<file path="config.mk">
export PLATFORM = sky130hd
export DESIGN_NAME = app_reg_resp
export DESIGN_NICKNAME = d
export VERILOG_FILES = /design/src/rtl/app_reg_resp.sv
export SDC_FILE = /design/constraint.sdc
export NUM_CORES = 1
export LEC_CHECK = 0
export ABC_AREA = 1
export CAP_MARGIN = 20
export CORE_ASPECT_RATIO = 0.75
export CORE_MARGIN = 3
export CORE_UTILIZATION = 49
export CTS_CLUSTER_DIAMETER = 60
export DETAILED_ROUTE_END_ITERATION = 12
export PLACE_DENSITY = 0.95
export SYNTH_ARGS = -nofsm -noshare
export SYNTH_HDL_FRONTEND = slang
export SYNTH_HIERARCHICAL = 1
export SYNTH_SLANG_ARGS = --single-unit
</file>
<file path="constraint.sdc">
create_clock -name clk -period 2.9 [get_ports clk]
set_input_delay 0.58 -clock clk [delete_from_list [all_inputs] [get_ports clk]]
set_output_delay 0.58 -clock clk [all_outputs]
set_load 0.1 [all_outputs]
</file>
<file path="src/rtl/app_reg_resp.sv">
// Two independent register channels: each captures a host write and returns
// write+1 as the device read value, with a sticky valid flag.

module app_reg_resp_chan #(
   parameter int W = 8
) (
   input  logic         clk,
   input  logic         rst,
   input  logic [W-1:0] wr,
   input  logic         wr_en,
   output logic [W-1:0] rd,
   output logic         rd_valid,
   output logic [W-1:0] wr_q
);

   logic [W-1:0] rd_reg;
   logic [W-1:0] wr_q_reg;
   logic         valid_reg;
   logic [W-1:0] rd_next;

   // Increment wraps silently at the channel width; no carry-out is kept.
   assign rd_next = wr + W'(1);

   always_ff @(posedge clk) begin
      if (rst) begin
         rd_reg    <= '0;
         wr_q_reg  <= '0;
         valid_reg <= 1'b0;
      end else if (wr_en) begin
         rd_reg    <= rd_next;
         wr_q_reg  <= wr;
         valid_reg <= 1'b1;
      end
   end

   assign rd       = rd_reg;
   assign wr_q     = wr_q_reg;
   assign rd_valid = valid_reg;

endmodule

module app_reg_resp #(
   parameter int BASE_W    = 8,
   parameter int EXAMPLE_W = 16
) (
   input  logic                 clk,
   input  logic                 rst,
   input  logic [BASE_W-1:0]    base_wr,
   input  logic                 base_wr_en,
   output logic [BASE_W-1:0]    base_rd,
   output logic                 base_rd_valid,
   output logic [BASE_W-1:0]    base_wr_q,
   input  logic [EXAMPLE_W-1:0] example_wr,
   input  logic                 example_wr_en,
   output logic [EXAMPLE_W-1:0] example_rd,
   output logic                 example_rd_valid,
   output logic [EXAMPLE_W-1:0] example_wr_q
);

   app_reg_resp_chan #(.W(BASE_W)) u_base (
      .clk      (clk),
      .rst      (rst),
      .wr       (base_wr),
      .wr_en    (base_wr_en),
      .rd       (base_rd),
      .rd_valid (base_rd_valid),
      .wr_q     (base_wr_q)
   );

   app_reg_resp_chan #(.W(EXAMPLE_W)) u_example (
      .clk      (clk),
      .rst      (rst),
      .wr       (example_wr),
      .wr_en    (example_wr_en),
      .rd       (example_rd),
      .rd_valid (example_rd_valid),
      .wr_q     (example_wr_q)
   );

endmodule

</file>
=== Word level (Yosys, flattened, before mapping) ===
Cells that the tools add are included.

* $add $sub $neg: 2

{| class="wikitable"
|+ Operators by type and width
! operator !! count
|-
| adder 16 x 1 -> 16 bit, second input constant || 1
|-
| adder 8 x 1 -> 8 bit, second input constant || 1
|}

* Flip-flop bits (word level): 50
* Input port bits: 28

=== Longest topological paths before layout ===
Gate-level depths: netlist of the first run.

* Word-level depth: 1
* Mapped depth: 8

=== Cells and area by module ===
The synthesis of the first run kept the hierarchy.

{| class="wikitable"
|+ Modules (own cells, without submodules)
! module !! times used !! cells an instance !! area each (µm²) !! seq. area each (µm²)
|-
| app_reg_resp_chan (u_example) || 1 || 218 || 1524.0 || 660.6
|-
| app_reg_resp_chan (u_base) || 1 || 107 || 758.2 || 340.3
|}

=== Least setup slack after synthesis of the first run ===
No wires, ideal clock.

* Path type: register -> output
* From: reg u_base.rd_reg[2], in the netlist u_base/rd[2]
* To: out base_rd[2]
* Arrival: 925 ps
* Data required time: 2320 ps
* Path slack: 1395 ps
* Cell stages (with the launch flop): 1
* Buffers on the path: 0
* Path through: dfxtp_1

{| class="wikitable"
|+ RTL lines
! item !! line !! source
|-
| start: declaration || 16 || <nowiki>logic [W-1:0] rd_reg;</nowiki>
|-
| start signal: assignment || 30 || <nowiki>rd_reg <= rd_next;</nowiki>
|-
| end: declaration || 50 || <nowiki>output logic [BASE_W-1:0] base_rd,</nowiki>
|}

No word-level cell between the ends.

==> results.md, run 1 <==
- **count of state elements after synthesis** 50
- **Net Count, Synth** 355
- **final antenna-violating net count** 0
- **cell taking the most area after synthesis** dfxtp_1
- **total half-perimeter wirelength after legalization and detailed placement** 4.808 mm
- **area of the die** 5521 um2
- **cts hold-fix bufs** 0
- **Worst Path Arrival** 2.28 ns
- **synthesized area** 2282 um2
- **DRC violations left** 0
- **share of flip-flops with an asynchronous set or reset** 0%
- **number of endpoints failing setup at the final stage** 0
- **Post-synth EDFFs** 0
- **result of the run** finished clean
- **via count of the first global-routing pass** 2,144
- **worst clock skew on the final layout** 0 ns
- **total power per unit cell area** 600.6 nW/um2
- **dominant cell by count in the synthesized netlist** nand2_1
- **number of unique standard cell types used by synthesis** 24
- **number of clock sinks** 50
- **Worst-path clk slew** 0.09 ns
- **unrepaired setup endpoints after global routing** no
- **reg-to-reg critical path endpoint** u_example/rd[6]
- **critical path capture point type** flop
- **mean instance size in the synthesized netlist** 7.022 um2
- **commonest cells in the netlist** nand2_1, nor2_1, dfxtp_1, inv_1, o21ai_0
- **type of origin of the critical path** input port
- **register-to-register path setup slack** 2.06 ns
- **horizontal extent of the die** 84.81 um
- **required time of the critical path** 3.09 ns
- **Filler cells** 349
- **area share of the largest cell type after synthesis** 43.86%
- **sequential cell area fraction in the yosys report** 43.86%
- **clock tree from TritonCTS** yes
- **highest ir drop seen on vdd** 0.0003507 V
- **hold endpoint** u_example/wr_q[2]
- **PnR Total Power** 1.843 mW
- **Std-Cell Core Area** 4254 um2
- **initial core utilization** 53.65%
- **dominant cells by area after synthesis** dfxtp_1, nand2_1, nor2_1
- **Ports** 78
- **total gr overflow** 0
- **number of buffers between clock root and the deepest sink** 2
- **share of final-layout standard cells stronger than drive strength 1** 19.85%
- **TritonCTS Buffers** 5
- **Syn. warnings** 6
- **least setup slack across all paths after layout** 0.8137 ns
- **number of hold violations in the final report** 0
- **worst hold start** u_example/wr_q[2]
- **row cnt** 20
- **top achievable clock speed** 0.4793 GHz
- **Via Count** 2,396
- **Pre-antenna DRT Iters** 5
- **launch instance of the worst register-to-register path** u_example/rd[6]
- **post-detailed-routing wire length** 6.349 mm
- **portion of the clock cycle consumed by the worst path in the final layout** 71.94%
- **DP Area** 2962 um2
- **clock root buffer** clkbuf_8
- **final-stage net count** 432
- **leading register cell type out of synthesis** dfxtp_1
- **number of cells traversed by the worst register-to-register path** 4
- **post-synthesis instance total** 325
- **post-layout min period** 2.086 ns
- **via density per instance** 5.231
- **Clk Latency, worst-skew pair** 0.29 ns
- **Hold Path Stages** 2
- **Port-buffer cells** 77
- **setup slack after placement** 0.5790 ns
- **number of instances resized during post-cts repair** 0
- **global router's overall resource usage** 23.37%
- **worst setup path startpoint** example_wr_en
- **path class of the lowest-slack min-delay path** flop to flop
- **Static Leak** 1.473 nW
- **first-pass GRT wire length** 10.27 mm
- **buffers inserted by post-CTS timing repair** 0
- **critical path start-end classification** input port to flop
- **antenna violations before repair** 0
- **cell area after layout** 3068 um2
- **diode insertion count for antenna repair** 0
- **die height** 65.10 um
- **max-slew headroom at the worst pin** 51.29%
- **detail-routed net length per standard cell** 13.86 um
- **Critical Path Fanout Max** 19
- **max capacitance violation total** 0
- **Final Max Slew Viols** 0
- **Detailed Route Iter0 Violations** 261
- **RePlAce Congestion** 0.8854
- **maximum number of pins on one net before global-route repair** 24
- **Slew @ Worst Pin** 0.7283 ns
- **maximum level of the CTS H-tree** 2
- **Area Overhead vs Synth** 34.43%
- **sum of negative setup slack** 0 ns
==> metrics by stage <==
step                hold slack (ns)  std cells  util [%]
finish                       0.4674        458     72.12
global route                 0.4849        458     72.12
CTS                          0.4666        458     72.12
detailed placement           0.4533        450     69.62
global placement             0.4522        450     69.62
floorplan                    0.6741        325         -
==> layout by cell type, fill, tap and decap left out <==
| cell | Yosys | routed |
|---|---|---|
| nand3_2 | 3 | 3 |
| ha_1 | 2 | 2 |
| inv_1 | 30 | 30 |
| o21ai_1 | 1 | 1 |
| nor2_4 | 3 | 3 |
| bufinv_16 | 0 | 1 |
| clkbuf_1 | 3 | 2 |
| nand2_2 | 2 | 2 |
| o21ai_0 | 24 | 24 |
| clkdlybuf4s50_1 | 0 | 27 |
| nor2_2 | 6 | 6 |
| a31oi_1 | 3 | 3 |
| nor2_1 | 56 | 56 |
| xor2_1 | 3 | 3 |
| dfxtp_1 | 50 | 50 |
| o21bai_1 | 3 | 3 |
| nor3_1 | 1 | 1 |
| nand4_1 | 6 | 6 |
| a21oi_1 | 22 | 22 |
| buf_4 | 5 | 56 |
| nand2_1 | 70 | 70 |
| or2_1 | 1 | 1 |
| inv_2 | 4 | 4 |
| nand3_1 | 22 | 22 |
| clkbuf_8 | 0 | 5 |
==> per-layer routing <==
| metal | GRT usage [%] | wire length (um) | part of all wire [%] | up-vias |
|---|---|---|---|---|
| met5 | 0 | 0 | 0 | - |
| met4 | 7.510 | 63 | 0.99 | 0 |
| met3 | 4.762 | 514 | 8.1 | 10 |
| met2 | 36.33 | 2964 | 47 | 111 |
| met1 | 32.63 | 2806 | 44 | 1086 |
| li1 | - | - | - | 1189 |
==> worst max-delay path, cell delays in order <==
cell and delay (ns):
clkdlybuf4s50_1 0.94, inv_2 0.32, nand2_1 0.13, nand2_1 0.07, nor2_1 0.16, nor2_1 0.07
==> how the worst max path moves through the flow <==
| stage | slack (ns) | to |
|---|---|---|
| 6_report | 0.81 | u_example/rd[15] |
| 5_1_grt | 0.72 | u_example/rd[15] |
| 4_1_cts | 0.86 | u_example/rd[15] |
| 3_5_place_dp | 0.58 | u_example/rd[15] |
| 3_3_place_gp | 0.71 | u_example/rd[6] |
| 2_1_floorplan | 1.39 | base_rd[2] |
==> power breakdown <==
| part | total, mW | leakage [nW] | internal, mW | switching (mW) |
|---|---|---|---|---|
| Sequential | 0.757 | 0.415 | 0.732 | 0.0244 |
| Combinational | 0.605 | 1.01 | 0.138 | 0.466 |
| Clock | 0.481 | 0.0524 | 0.258 | 0.223 |
| Total | 1.84 | 1.47 | 1.13 | 0.714 |
==> final cells by class <==
class / instances / area, um2 / share of cell area (%)
inverters: 34 / 127.6 / 4.160
repair buffers: 83 / 690.7 / 22.51
clock buffers: 7 / 76.32 / 2.488
clock inverters: 1 / 30.03 / 0.9788
flip-flops and latches: 50 / 1001 / 32.63
well taps: 55 / 68.82 / 2.243
multi-input cells: 228 / 1074 / 34.99
==> kinds of logic after synthesis <==
group	count (synthesis)	synth area share (%)
AOI/OAI and AO/OA	53	12.12
xor gates and xnor gates	3	1.152
adders and majority gates	2	1.096
buffers and inverters	47	9.101
DFF	50	43.86
and+or+nand+nor	170	32.68
(Power assumes the default switching activity.)
==> inputs of run 2 (changes only) <==
CORE_UTILIZATION = 41   (was 49)
PLACE_DENSITY = 0.88   (was 0.95)
clock period = 1.8 ns   (was 2.9 ns; I/O delays follow)
==> run 2 against run 1 <==
  * Flip-flop and latch count unchanged
  * Power up 75%
  * Combinational power up 93%
  * Cell count up 4.8%
  * Clock power up 65%
  * Largest cell class is now non-clock buffers
  * Routed wire length up 11%
  * Critical path type unchanged
  * Via count up 2.4%
  * Global-route usage down 1.8 points
  * Sequential power up 66%
  * Clock skew unchanged
==> results.md, run 2 (synthesized netlist as in run 1, its figures left out) <==
- **Area Overhead vs Synth** 64.75%
- **count of placed standard cells in the final layout, fillers left out** 480, +4.8%
- **via count of the first global-routing pass** 2,258, +5.3%
- **total gr overflow** 0, unchanged
- **number of endpoints failing setup at the final stage** 0, unchanged
- **Final Max Slew Viols** 0, unchanged
- **top achievable clock speed** 0.6578 GHz
- **Worst Path Arrival** 1.72 ns, -0.56 ns
- **clock tree from TritonCTS** yes
- **initial core utilization** 44.57%, -9.1 points
- **Via Count** 2,454, +2.4%
- **first-pass GRT wire length** 11.24 mm, +9.5%
- **cts hold-fix bufs** 0, unchanged
- **die height** 70.61 um, +8.5%
- **post-detailed-routing wire length** 7.024 mm, +11%
- **type of origin of the critical path** input port
- **maximum number of pins on one net before global-route repair** 22, -8.3%
- **sum of negative setup slack** 0 ns, unchanged
- **Port-buffer cells** 77, unchanged
- **number of hold violations in the final report** 0, unchanged
- **row cnt** 22, +10%
- **diode insertion count for antenna repair** 0, unchanged
- **Ports** 78, unchanged
- **horizontal extent of the die** 92.15 um, +8.7%
- **area of the die** 6507 um2, +18%
- **portion of the clock cycle consumed by the worst path in the final layout** 84.45%
- **final antenna-violating net count** 0, unchanged
- **DRC violations left** 0, unchanged
- **max capacitance violation total** 0, unchanged
- **count of buffer and inverter cells on the critical path** 2, unchanged
- **cell type of the slowest stage on the worst timing path** clkdlybuf4s50_1
- **detail-routed net length per standard cell** 14.63 um, +5.6%
- **most frequent cells in the layout** nand2_1, nor2_1, buf_12, dfxtp_1, inv_1
- **TritonCTS Buffers** 5, unchanged
- **number of buffers between clock root and the deepest sink** 2, unchanged
- **result of the run** finished clean
- **via density per instance** 5.113, -2.3%
- **clock root buffer** clkbuf_8
- **minimum hold slack** 0.5047 ns, +0.03727 ns
- **Static Leak** 1.669 nW, +13%
- **Std-Cell Core Area** 5120 um2, +20%
- **Filler cells** 357, +2.3%
- **critical path start-end classification** input port to flop
- **unrepaired setup endpoints after global routing** no
- **final-stage net count** 437, +1.2%
- **buffers inserted by post-CTS timing repair** 0, unchanged
- **family of cells with the greatest summed delay on the critical path** buffers and inverters
- **critical path capture point type** flop
- **max-slew headroom at the worst pin** 72.19%, +21 points
- **Worst-path clk slew** 0.10 ns, about the same
- **number of placed cells counting well taps** 472, +4.9%
- **RePlAce Congestion** 0.8721, -1.5%
- **Clk Latency, worst-skew pair** 0.29 ns, about the same
- **post-layout min period** 1.520 ns
- **Detailed Route Iter0 Violations** 251, -3.8%
- **number of instances resized during post-cts repair** 0, unchanged
- **leading cell type in the layout, fill and taps excluded** nand2_1
- **antenna violations before repair** 0, unchanged
- **number of clock sinks** 50, unchanged
- **path class of the lowest-slack min-delay path** flop to flop
- **total half-perimeter wirelength after legalization and detailed placement** 5.477 mm, +14%
- **required time of the critical path** 2.00 ns, -1.09 ns
- **Slew @ Worst Pin** 0.4159 ns, -0.3124 ns
- **cell chain of the critical path** clkdlybuf4s50_1 -> ha_1 -> nand2_2 -> nor2_4 -> nand2_2 -> xor2_1 -> nand2_1 -> nand2_1 -> inv_1
- **Slowest Stage Delay on Critical Path** 0.49 ns, -0.45 ns
- **highest ir drop seen on vdd** 0.0007278 V, +110%
- **total power per unit cell area** 858.5 nW/um2, +43%
- **global router's overall resource usage** 21.53%, -1.8 points
- **Critical Path Fanout Max** 5, -14
- **maximum level of the CTS H-tree** 2, unchanged
- **worst clock skew on the final layout** 0 ns, unchanged
- **Pre-antenna DRT Iters** 5, unchanged
- **share of final-layout standard cells stronger than drive strength 1** 21.32%, +1.5 points
-- run 2: worst reg2reg max path, cell delays in order, from the launching register on --
cell     delay [ns]
dfxtp_1        0.35
o21ai_0        0.15
o21ai_0        0.10
nand2_1        0.07
nor2_1         0.04
-- run 2: cell type report --
class | count | area (um2) | share of cell area, %
Timing Repair Buffer | 88 | 1354 | 36.01
Sequential cell | 50 | 1001 | 26.62
Multi-Input combinational cell | 228 | 1074 | 28.55
Inverter | 34 | 127.6 | 3.394
Tap cell | 72 | 90.09 | 2.396
Clock inverter | 3 | 45.04 | 1.198
Clock buffer | 5 | 68.82 | 1.830
-- run 2: through the flow --
stage	util (%)	power, mW	instance area, um2	setup slack, ns
finish	73.44	3.228	3760	0.2799
global route	73.44	3.328	3760	0.1623
CTS	73.44	3.238	3760	0.2997
detailed placement	71.21	2.453	3646	-0.004105
global placement	71.21	2.433	3646	0.05541
floorplan	-	1.966	2282	0.4547
-- run 2: final timing paths --
kind | start | slack (ns) | to | depth (start not counted)
min reg2reg | u_example/wr_q[2] | 0.50 | u_example/wr_q[2] | 2
min | u_example/wr_q[2] | 0.50 | u_example/wr_q[2] | 2
max reg2reg | u_example/rd[6] | 0.99 | u_example/rd[6] | 4
max | example_wr[1] | 0.28 | u_example/rd[8] | 9
-- run 2: layer usage --
| layer | up-vias | GRT usage [%] | wire length (um) |
|---|---|---|---|
| met1 | 1133 | 27.89 | 2948 |
| met5 | - | 0 | 0 |
| met4 | 0 | 6.260 | 108 |
| met3 | 12 | 4.145 | 520 |
| li1 | 1198 | - | - |
| met2 | 111 | 36.73 | 3446 |
-- run 2: report_power, final --
group	switching, mW	internal, mW	leakage [nW]
logic	0.764	0.410	1.20
clock network	0.382	0.414	0.0504
registers	0.0781	1.18	0.415
total	1.22	2.00	1.67
